--- config.mk ---
export PLATFORM = sky130hd
export DESIGN_NAME = branch_resolve_queue_flat
export DESIGN_NICKNAME = d
export VERILOG_FILES = /design/src/rtl/branch_resolve_queue_if.sv /design/src/rtl/branch_resolve_queue.sv /design/src/flat_wrapper.sv
export SDC_FILE = /design/constraint.sdc
export NUM_CORES = 1
export LEC_CHECK = 0
export ABC_AREA = 1
export BUFFER_PORTS_ARGS = -buffer_cell sky130_fd_sc_hd__buf_2
export CORE_MARGIN = 2
export CORE_UTILIZATION = 47
export CTS_BUF_LIST = sky130_fd_sc_hd__clkbuf_8 sky130_fd_sc_hd__clkbuf_16
export CTS_CLUSTER_DIAMETER = 100
export DETAILED_ROUTE_END_ITERATION = 7
export PLACE_DENSITY = 0.79
export SLEW_MARGIN = 20
export SYNTH_ARGS = -nofsm -noshare
export SYNTH_HDL_FRONTEND = slang
export SYNTH_SLANG_ARGS = --single-unit
--- constraint.sdc ---
create_clock -name clk -period 2.7 [get_ports clk]
set_input_delay 0 -clock clk [delete_from_list [all_inputs] [get_ports clk]]
set_output_delay 0 -clock clk [all_outputs]
set_load 0.02 [all_outputs]
--- src/rtl/branch_resolve_queue_if.sv ---
// Handshake bundle between branch issue/resolve logic and the resolve queue.
// master: drives predictions and resolutions; slave: returns predictor training pulses.
interface branch_resolve_queue_if;
    logic pred_valid;
    logic pred_taken;
    logic res_valid;
    logic res_taken;
    logic upd_result;
    logic upd_taken;
    logic mispredict;

    modport master (
        output pred_valid, pred_taken, res_valid, res_taken,
        input  upd_result, upd_taken, mispredict
    );

    modport slave (
        input  pred_valid, pred_taken, res_valid, res_taken,
        output upd_result, upd_taken, mispredict
    );
endinterface

--- src/rtl/branch_resolve_queue.sv ---
// In-order queue of issued branch predictions; trains the 2-bit predictor on resolve
// and flushes wrong-path entries on a mispredict. Optional stats under BRQ_STATS_EN.
// Ports: clk, reset (sync, active-high), brq (slave: pred_*/res_* in, upd_*/mispredict out),
//        full, empty, count, overflow, underflow (sticky), resolved_cnt, mispred_cnt.
module branch_resolve_queue #(
    parameter int DEPTH = 4,
    parameter int CNT_W = 16
) (
    input  logic                       clk,
    input  logic                       reset,
    branch_resolve_queue_if.slave      brq,
    output logic                       full,
    output logic                       empty,
    output logic [$clog2(DEPTH):0]     count,
    output logic                       overflow,
    output logic                       underflow,
    output logic [CNT_W-1:0]           resolved_cnt,
    output logic [CNT_W-1:0]           mispred_cnt
);
    localparam int AW = $clog2(DEPTH);

    // Pointers carry one extra wrap bit so occupancy is simply wr - rd.
    logic [AW:0]      rd_ptr;
    logic [AW:0]      wr_ptr;
    logic [DEPTH-1:0] mem;
    logic             head;
    logic             pop;
    logic             squash;
    logic             push;
    logic             upd_result_q;
    logic             upd_taken_q;
    logic             mispredict_q;

    assign count = wr_ptr - rd_ptr;
    assign empty = (count == '0);
    assign full  = (count == (AW+1)'(DEPTH));
    assign head  = mem[rd_ptr[AW-1:0]];

    assign pop    = brq.res_valid & ~empty;
    assign squash = pop & (head != brq.res_taken);
    // A full queue still accepts when a correct pop frees the head slot this edge.
    assign push   = brq.pred_valid & (~full | pop) & ~squash;

    assign brq.upd_result = upd_result_q;
    assign brq.upd_taken  = upd_taken_q;
    assign brq.mispredict = mispredict_q;

    always_ff @(posedge clk) begin
        if (reset) begin
            rd_ptr       <= '0;
            wr_ptr       <= '0;
            upd_result_q <= 1'b0;
            upd_taken_q  <= 1'b0;
            mispredict_q <= 1'b0;
            overflow     <= 1'b0;
            underflow    <= 1'b0;
        end else begin
            upd_result_q <= pop;
            upd_taken_q  <= pop & brq.res_taken;
            mispredict_q <= squash;
            if (pop)
                rd_ptr <= rd_ptr + 1'b1;
            // Squash empties the queue: wr lands where rd lands after the pop.
            if (squash)
                wr_ptr <= rd_ptr + 1'b1;
            else if (push)
                wr_ptr <= wr_ptr + 1'b1;
            if (brq.pred_valid & full & ~brq.res_valid)
                overflow <= 1'b1;
            if (brq.res_valid & empty)
                underflow <= 1'b1;
        end
    end

    // Payload storage needs no reset; occupancy is tracked by the pointers.
    always_ff @(posedge clk) begin
        if (!reset && push)
            mem[wr_ptr[AW-1:0]] <= brq.pred_taken;
    end

`ifdef BRQ_STATS_EN
    localparam logic [CNT_W-1:0] CMAX = '1;

    always_ff @(posedge clk) begin
        if (reset) begin
            resolved_cnt <= '0;
            mispred_cnt  <= '0;
        end else begin
            if (pop && resolved_cnt != CMAX)
                resolved_cnt <= resolved_cnt + 1'b1;
            if (squash && mispred_cnt != CMAX)
                mispred_cnt <= mispred_cnt + 1'b1;
        end
    end
`else
    assign resolved_cnt = '0;
    assign mispred_cnt  = '0;
`endif
endmodule

--- src/flat_wrapper.sv ---
// flat-port wrapper written by rule: the top's interface ports become plain ports
module branch_resolve_queue_flat 
#(
    parameter int DEPTH = 4,
    parameter int CNT_W = 16
)
  (clk, reset, full, empty, count, overflow, underflow, resolved_cnt, mispred_cnt, brq_pred_valid, brq_pred_taken, brq_res_valid, brq_res_taken, brq_upd_result, brq_upd_taken, brq_mispredict);
  branch_resolve_queue_if brq_i ();
  input  logic clk;
  input  logic reset;
  output logic full;
  output logic empty;
  output logic [$clog2(DEPTH):0] count;
  output logic overflow;
  output logic underflow;
  output logic [CNT_W-1:0] resolved_cnt;
  output logic [CNT_W-1:0] mispred_cnt;
  input wire logic [$bits(brq_i.pred_valid)-1:0] brq_pred_valid;
  input wire logic [$bits(brq_i.pred_taken)-1:0] brq_pred_taken;
  input wire logic [$bits(brq_i.res_valid)-1:0] brq_res_valid;
  input wire logic [$bits(brq_i.res_taken)-1:0] brq_res_taken;
  output wire logic [$bits(brq_i.upd_result)-1:0] brq_upd_result;
  output wire logic [$bits(brq_i.upd_taken)-1:0] brq_upd_taken;
  output wire logic [$bits(brq_i.mispredict)-1:0] brq_mispredict;
  assign brq_i.pred_valid = brq_pred_valid;
  assign brq_i.pred_taken = brq_pred_taken;
  assign brq_i.res_valid = brq_res_valid;
  assign brq_i.res_taken = brq_res_taken;
  assign brq_upd_result = brq_i.upd_result;
  assign brq_upd_taken = brq_i.upd_taken;
  assign brq_mispredict = brq_i.mispredict;
  branch_resolve_queue #(.DEPTH(DEPTH), .CNT_W(CNT_W)) u_core (.clk(clk), .reset(reset), .brq(brq_i), .full(full), .empty(empty), .count(count), .overflow(overflow), .underflow(underflow), .resolved_cnt(resolved_cnt), .mispred_cnt(mispred_cnt));
endmodule
### After elaboration in Yosys (flattened, before gate mapping)

Cells that the tools add are included.

| word-level totals | value |
|---|---|
| bits in registers | 15 |
| input bits | 6 |
| word-level logic and storage cells | 41 |

| cells by class | value |
|---|---|
| add/subtract/negate cells | 3 |
| $lt $le $gt $ge | 3 |
| equal/unequal tests | 2 |
| muxes and demuxes | 7 |
| bitwise gates (word level) | 13 |
| reductions and logical operators | 5 |

Operator list:

| kind | number |
|---|---|
| $and 1x1->1 | 8 |
| $add 3x1->3 const B | 2 |
| $lt 2x3->1 const B | 2 |
| $mux 3 | 2 |
| $bwmux 4 | 1 |
| $not 1->1 | 4 |
| $eq 3x3->1 const B | 1 |
| $logic_not 3->1 | 1 |
| $sub 3x3->3 | 1 |
| $bmux 1 s2 | 1 |
| $demux 1 s2 | 1 |
| $ge 2x1->1 const B | 1 |
| $logic_and 1x1->1 | 2 |
| $mux 1 | 2 |
| $reduce_bool 2->1 | 1 |
| $logic_not 1->1 | 1 |
| $ne 1x1->1 | 1 |
| $or 1x1->1 | 1 |

### Longest topological paths before layout

| depth | value |
|---|---|
| depth after elaboration | 9 |
| depth in mapped cells | 13 |
| depth with buffers taken out | 13 |

### Least setup slack after synthesis

OpenSTA, ideal clock, no wires.

| timing | value |
|---|---|
| kind | register to register |
| start | register u_core.wr_ptr[0] |
| end | register u_core.mem[0], enable pin |
| arrival time | 1.813 ns |
| required time | 2.402 ns |
| setup slack | 0.589 ns |
| stages on the path, launching flop included | 12 |
| buffers on the path | 0 |
| period minus slack after synthesis | 2.111 ns |
| path through | dfxtp_1 -> inv_1 -> ha_1 -> fa_1 -> nand2_1 -> inv_1 -> nand3_4 -> nand2_8 -> nor2_8 -> nor2_4 -> nand2_2 -> nor2_1 |

| on the way | value |
|---|---|
| longest elaborated chain between the ends | 8 |
| elaborated cells between the ends (all ways) | 12 |
| those cells by class | 1 x add/sub; 1 x eq/ne; 8 x bitwise; 2 x reduce/logical |

Ends and longest elaborated chain:

| what | line | text |
|---|---|---|
| from (decl) | branch_resolve_queue.sv:24 | `logic [AW:0] wr_ptr;` |
| from (signal assigned) | branch_resolve_queue.sv:65 | `wr_ptr <= rd_ptr + 1'b1;` |
| from (signal assigned) | branch_resolve_queue.sv:67 | `wr_ptr <= wr_ptr + 1'b1;` |
| $sub 3x3->3 * | branch_resolve_queue.sv:34 | `assign count = wr_ptr - rd_ptr;` |
| $logic_not 3->1 | branch_resolve_queue.sv:35 | `assign empty = (count == '0);` |
| $not 1->1 | branch_resolve_queue.sv:39 | `assign pop = brq.res_valid & ~empty;` |
| $and 1x1->1 | branch_resolve_queue.sv:39 |  |
| $or 1x1->1 / $and 1x1->1 (equally long branches) | branch_resolve_queue.sv:42, branch_resolve_queue.sv:40 |  |
| $and 1x1->1 / $not 1->1 (equally long branches) | branch_resolve_queue.sv:42 | `assign push = brq.pred_valid & (~full \| pop) & ~squash;` |
| $and 1x1->1 * | branch_resolve_queue.sv:42 |  |
| $logic_and 1x1->1 * | branch_resolve_queue.sv:77 | `if (!reset && push)` |
| to (signal, indexed assignment) | branch_resolve_queue.sv:78 | `mem[wr_ptr[AW-1:0]] <= brq.pred_taken;` |
| to (decl) | branch_resolve_queue.sv:25 | `logic [DEPTH-1:0] mem;` |

Every way passes the cells marked *; elsewhere a longest branch is shown, timed or not.
A chain may end at the register's enable or synchronous reset.

### Final worst setup path

Ends and elaborated chain as after synthesis.

==> results.rst <==
.. list-table::
   :header-rows: 1

   * - Metric
     - Value
   * - Number of storage elements in the synthesis netlist
     - 15
   * - Slack of the worst reg-to-reg path
     - approximately 0.42 ns
   * - Fin Clk Skew
     - 0.00399 ns
   * - Clock network fraction of total power
     - 0.112
   * - Hold Crit Start
     - brq_res_taken
   * - Via density
     - between 4 and 5
   * - Endpoint of the worst-slack reg-to-reg timing path
     - u_core.mem[0]
   * - TritonCTS clock tree
     - done
   * - Clock tree root driver cell
     - sky130_fd_sc_hd__clkbuf_8
   * - WP data required
     - between 2 and 3 ns
   * - Sequence of cells on the critical path
     - inv_1 > ha_1 > fa_1 > nand2_1 > inv_1 > nand3_4 > nand2_8 > nor2_8 > nor2_4 > nand2_2 > nor2_1
   * - Post-synthesis cell area
     - between 1000 and 1500 sq um
   * - Leak pwr
     - between 0.6 and 0.7 nW
   * - Unrepaired setup endpoints after global routing
     - false
   * - Bufs on Longest Clock Path
     - 2
   * - Design area
     - 1190 sq um
   * - Half-perimeter wire length of the detailed placement result
     - 1520 microns
   * - Worst hold path type
     - in -> reg
   * - Number of buffers inserted by port buffering
     - 15
   * - Combinational share of power
     - 0.664
   * - Routed via count
     - roughly 800
   * - Fraction of power spent switching nets
     - 0.536
   * - Top library cells by usage in the layout, fill and taps aside
     - sky130_fd_sc_hd__conb_1 (32), sky130_fd_sc_hd__inv_1 (22), sky130_fd_sc_hd__nand2_1 (18)
   * - Cell area power density
     - between 1000 and 1500 nW/um^2
   * - Area Overhead vs Synth
     - 4.49%
   * - Delay contributed by the slowest stage of the critical path
     - 0.50 ns
   * - Max H-tree Level
     - 1
   * - Placement-stage cell area
     - 1130 sq um
   * - Fin crit share
     - 0.846
   * - Final Max Tran Viols
     - 0
   * - Initial antenna violation count
     - 0
   * - Drt pass-1 iters
     - 4
   * - Die Ht
     - roughly 53 microns
   * - CTS-repair resized insts
     - 0
   * - Final period demand of the worst path
     - ~2.3 ns
   * - Number of clock sinks
     - 15
   * - Detailed-route wire length
     - 1860 microns
   * - Total congestion overflow after global routing
     - 0
   * - Number of cell rows
     - 17
   * - Number of antenna-violating nets in the routed design
     - 0
   * - Remaining design rule violation count
     - 0
   * - Critical Path Sink Type
     - flip-flop
   * - Logic depth of the worst path, buffers included
     - 11
   * - Layout cells sized above 1
     - 0.214
   * - Die Area
     - 2840 sq um
   * - Initial Utilization
     - 0.507
   * - Max_cap viols
     - 0
   * - Power Internal
     - 744 uW
   * - Fin Setup TNS
     - 0 ns
   * - Layout Nets
     - approximately 170
   * - GRT Overall Usage
     - 0.140
   * - Area used by sequential logic in the layout
     - 340 sq um
   * - Startpoint of the worst setup timing path
     - u_core.wr_ptr[0]
   * - Area of the placeable core
     - 2250 sq um
   * - Cells after synthesis
     - 139
   * - Worst skew pair latency
     - 0.25 ns
   * - Origin of the critical flop-to-flop path
     - u_core.wr_ptr[0]
   * - Category of cells accounting for the largest share of critical-path delay
     - adder cells
   * - Slowest library cell on the worst path
     - sky130_fd_sc_hd__fa_1
   * - Distinct cell type count of the synthesized netlist
     - 27
   * - CP dominant cell by count
     - sky130_fd_sc_hd__inv_1
   * - Via count of the first global-routing pass
     - 666
   * - Global-route wire length before repair
     - 2790 microns
   * - Average cell area after synthesis
     - 8.22 sq um
   * - Final setup violation count
     - 0
   * - Max Clk Rate
     - 438 MHz
   * - WL per Instance
     - 9.95 microns
   * - Largest vdd supply drop
     - 0.000624 V
   * - Die outline width
     - 53.3 microns
   * - Type of the worst setup path
     - reg -> reg
   * - Signal arrival time at the worst endpoint
     - 2.24 ns
   * - Share of synthesized area occupied by flip-flops and latches
     - 0.298
   * - Final hold violation count
     - 0
   * - Power share of the sequential group
     - 0.224
   * - CP Buf/Inv Count
     - 2
   * - Pin count of the biggest net entering global routing
     - 11
   * - Number of filler instances in the final layout
     - 201
   * - Setup crit start kind
     - flip-flop
   * - Clock transition at the registers of the reported paths
     - 0.06 ns
   * - Worst-path fanout max
     - 10
   * - Number of cell instances on the worst register-to-register path
     - 11
   * - Net switching power figure
     - 861 uW
   * - Number of buffers created by CTS
     - 3
   * - Synth Warn #
     - 0
   * - Most frequent standard cell in the layout excluding fill and tap cells
     - sky130_fd_sc_hd__conb_1
   * - Ant diodes
     - 0
   * - Combined area of the multi-input logic cells
     - 589 sq um
   * - I/O pin count
     - between 40 and 50
   * - RD Place Congestion
     - between 0.7 and 0.8
   * - Run status
     - finished, final reports clean
   * - Drt initial violations
     - 11
   * - Critical path destination
     - u_core.mem[0]
synthesized netlist by cell type:
cell type | number | share of area
sky130_fd_sc_hd__dfxtp_1 | 11 | 0.19
sky130_fd_sc_hd__o21ai_1 | 2 | 0.0088
sky130_fd_sc_hd__nand2_2 | 3 | 0.016
sky130_fd_sc_hd__nand2_1 | 18 | 0.059
sky130_fd_sc_hd__buf_4 | 32 | 0.21
sky130_fd_sc_hd__inv_4 | 1 | 0.0055
sky130_fd_sc_hd__nand2_4 | 3 | 0.030
sky130_fd_sc_hd__xor2_1 | 2 | 0.015
sky130_fd_sc_hd__nand2_8 | 1 | 0.018
sky130_fd_sc_hd__conb_1 | 1 | 0.0033
sky130_fd_sc_hd__ha_1 | 6 | 0.066
sky130_fd_sc_hd__nor3_1 | 1 | 0.0044
sky130_fd_sc_hd__nor2_8 | 1 | 0.018
sky130_fd_sc_hd__nand3_2 | 3 | 0.026
sky130_fd_sc_hd__nor2_2 | 1 | 0.0055
sky130_fd_sc_hd__a211oi_1 | 1 | 0.0066
sky130_fd_sc_hd__o21a_1 | 1 | 0.0066
sky130_fd_sc_hd__a21oi_1 | 4 | 0.018
sky130_fd_sc_hd__nor2_1 | 7 | 0.023
sky130_fd_sc_hd__inv_2 | 1 | 0.0033
sky130_fd_sc_hd__nand3_1 | 9 | 0.039
sky130_fd_sc_hd__inv_1 | 21 | 0.069
sky130_fd_sc_hd__fa_1 | 1 | 0.018
sky130_fd_sc_hd__edfxtp_1 | 4 | 0.11
sky130_fd_sc_hd__o21ai_0 | 2 | 0.0088
sky130_fd_sc_hd__nor2_4 | 1 | 0.0099
sky130_fd_sc_hd__nand3_4 | 1 | 0.015
sequential cells by signal, summed over array words and instances, names as in the netlist:
register,count
u_core.mem,4
u_core.brq.upd_taken,1
u_core.rd_ptr,3
u_core.underflow,1
u_core.brq.upd_result,1
u_core.wr_ptr,3
u_core.overflow,1
u_core.brq.mispredict,1
cell families after synthesis:
family,Yosys count,synth area share
buffers and inverters,55,0.288
AOI/OAI and AO/OA,10,0.0482
other,1,0.00328
and+or+nand+nor,49,0.264
DFF,15,0.298
xor gates and xnor gates,2,0.0153
adders and majority gates,7,0.0832
power by group through the flow:
stage | Combinational, mW | Sequential [mW] | Clock (mW)
floorplan | 0.842 | 0.375 | 0
global placement | 1.02 | 0.361 | 0
detailed placement | 1.06 | 0.363 | 0
CTS | 1.07 | 0.358 | 0.182
global route | 1.19 | 0.366 | 0.195
finish | 1.07 | 0.360 | 0.179
stage by stage:
stage / std cells / total power, mW / hold WS, ns / utilization / setup slack [ns]
finish: 187 / 1.61 / 0.0308 / 0.529 / 0.416
global route: 187 / 1.75 / 0.0258 / 0.529 / 0.246
CTS: 187 / 1.61 / 0.0247 / 0.529 / 0.419
detailed placement: 181 / 1.42 / 0.225 / 0.501 / 0.427
global placement: 181 / 1.38 / 0.220 / 0.501 / 0.510
floorplan: 170 / 1.22 / 0.0691 / - / 0.589
layer usage:
metal  GRT usage  wire length (microns)  vias to the layer above
met3      0.0367                    131                        6
met1       0.176                    787                      351
li1            -                      -                      404
met4      0.0641                     43                        0
met2       0.222                    898                       34
met5           0                      0                        -
cell type report:
| cell class | instances | area share |
|---|---|---|
| clock inverters | 1 | 0.00314 |
| flip-flops and latches | 15 | 0.285 |
| well taps | 28 | 0.0294 |
| repair buffers | 17 | 0.0797 |
| multi-input cells | 100 | 0.494 |
| clock buffers | 3 | 0.0346 |
| inverters | 23 | 0.0744 |
worst register-to-register path, cell delays in order, from the launching register on:
cell and delay [ns]:
sky130_fd_sc_hd__dfxtp_1 0.38, sky130_fd_sc_hd__inv_1 0.10, sky130_fd_sc_hd__ha_1 0.22, sky130_fd_sc_hd__fa_1 0.50, sky130_fd_sc_hd__nand2_1 0.08, sky130_fd_sc_hd__inv_1 0.13, sky130_fd_sc_hd__nand3_4 0.13, sky130_fd_sc_hd__nand2_8 0.13
sky130_fd_sc_hd__nor2_8 0.05, sky130_fd_sc_hd__nor2_4 0.09, sky130_fd_sc_hd__nand2_2 0.07, sky130_fd_sc_hd__nor2_1 0.12
what timing repair did:
action | 4_1_cts | 5_1_grt
hold buffers | 2 | 0
hold endpoints to repair | 7 | 0
buffers inserted | 0 | 0
worst min-delay path by stage:
stage,slack (ns),to,cells past startpoint
2_1_floorplan,0.07,u_core.overflow,1
3_3_place_gp,0.22,u_core.mem[3],1
3_5_place_dp,0.22,u_core.mem[3],1
4_1_cts,0.02,u_core.brq.upd_taken,3
5_1_grt,0.03,u_core.brq.upd_taken,3
6_report,0.03,u_core.brq.upd_taken,3
(Power assumes the default switching activity.)
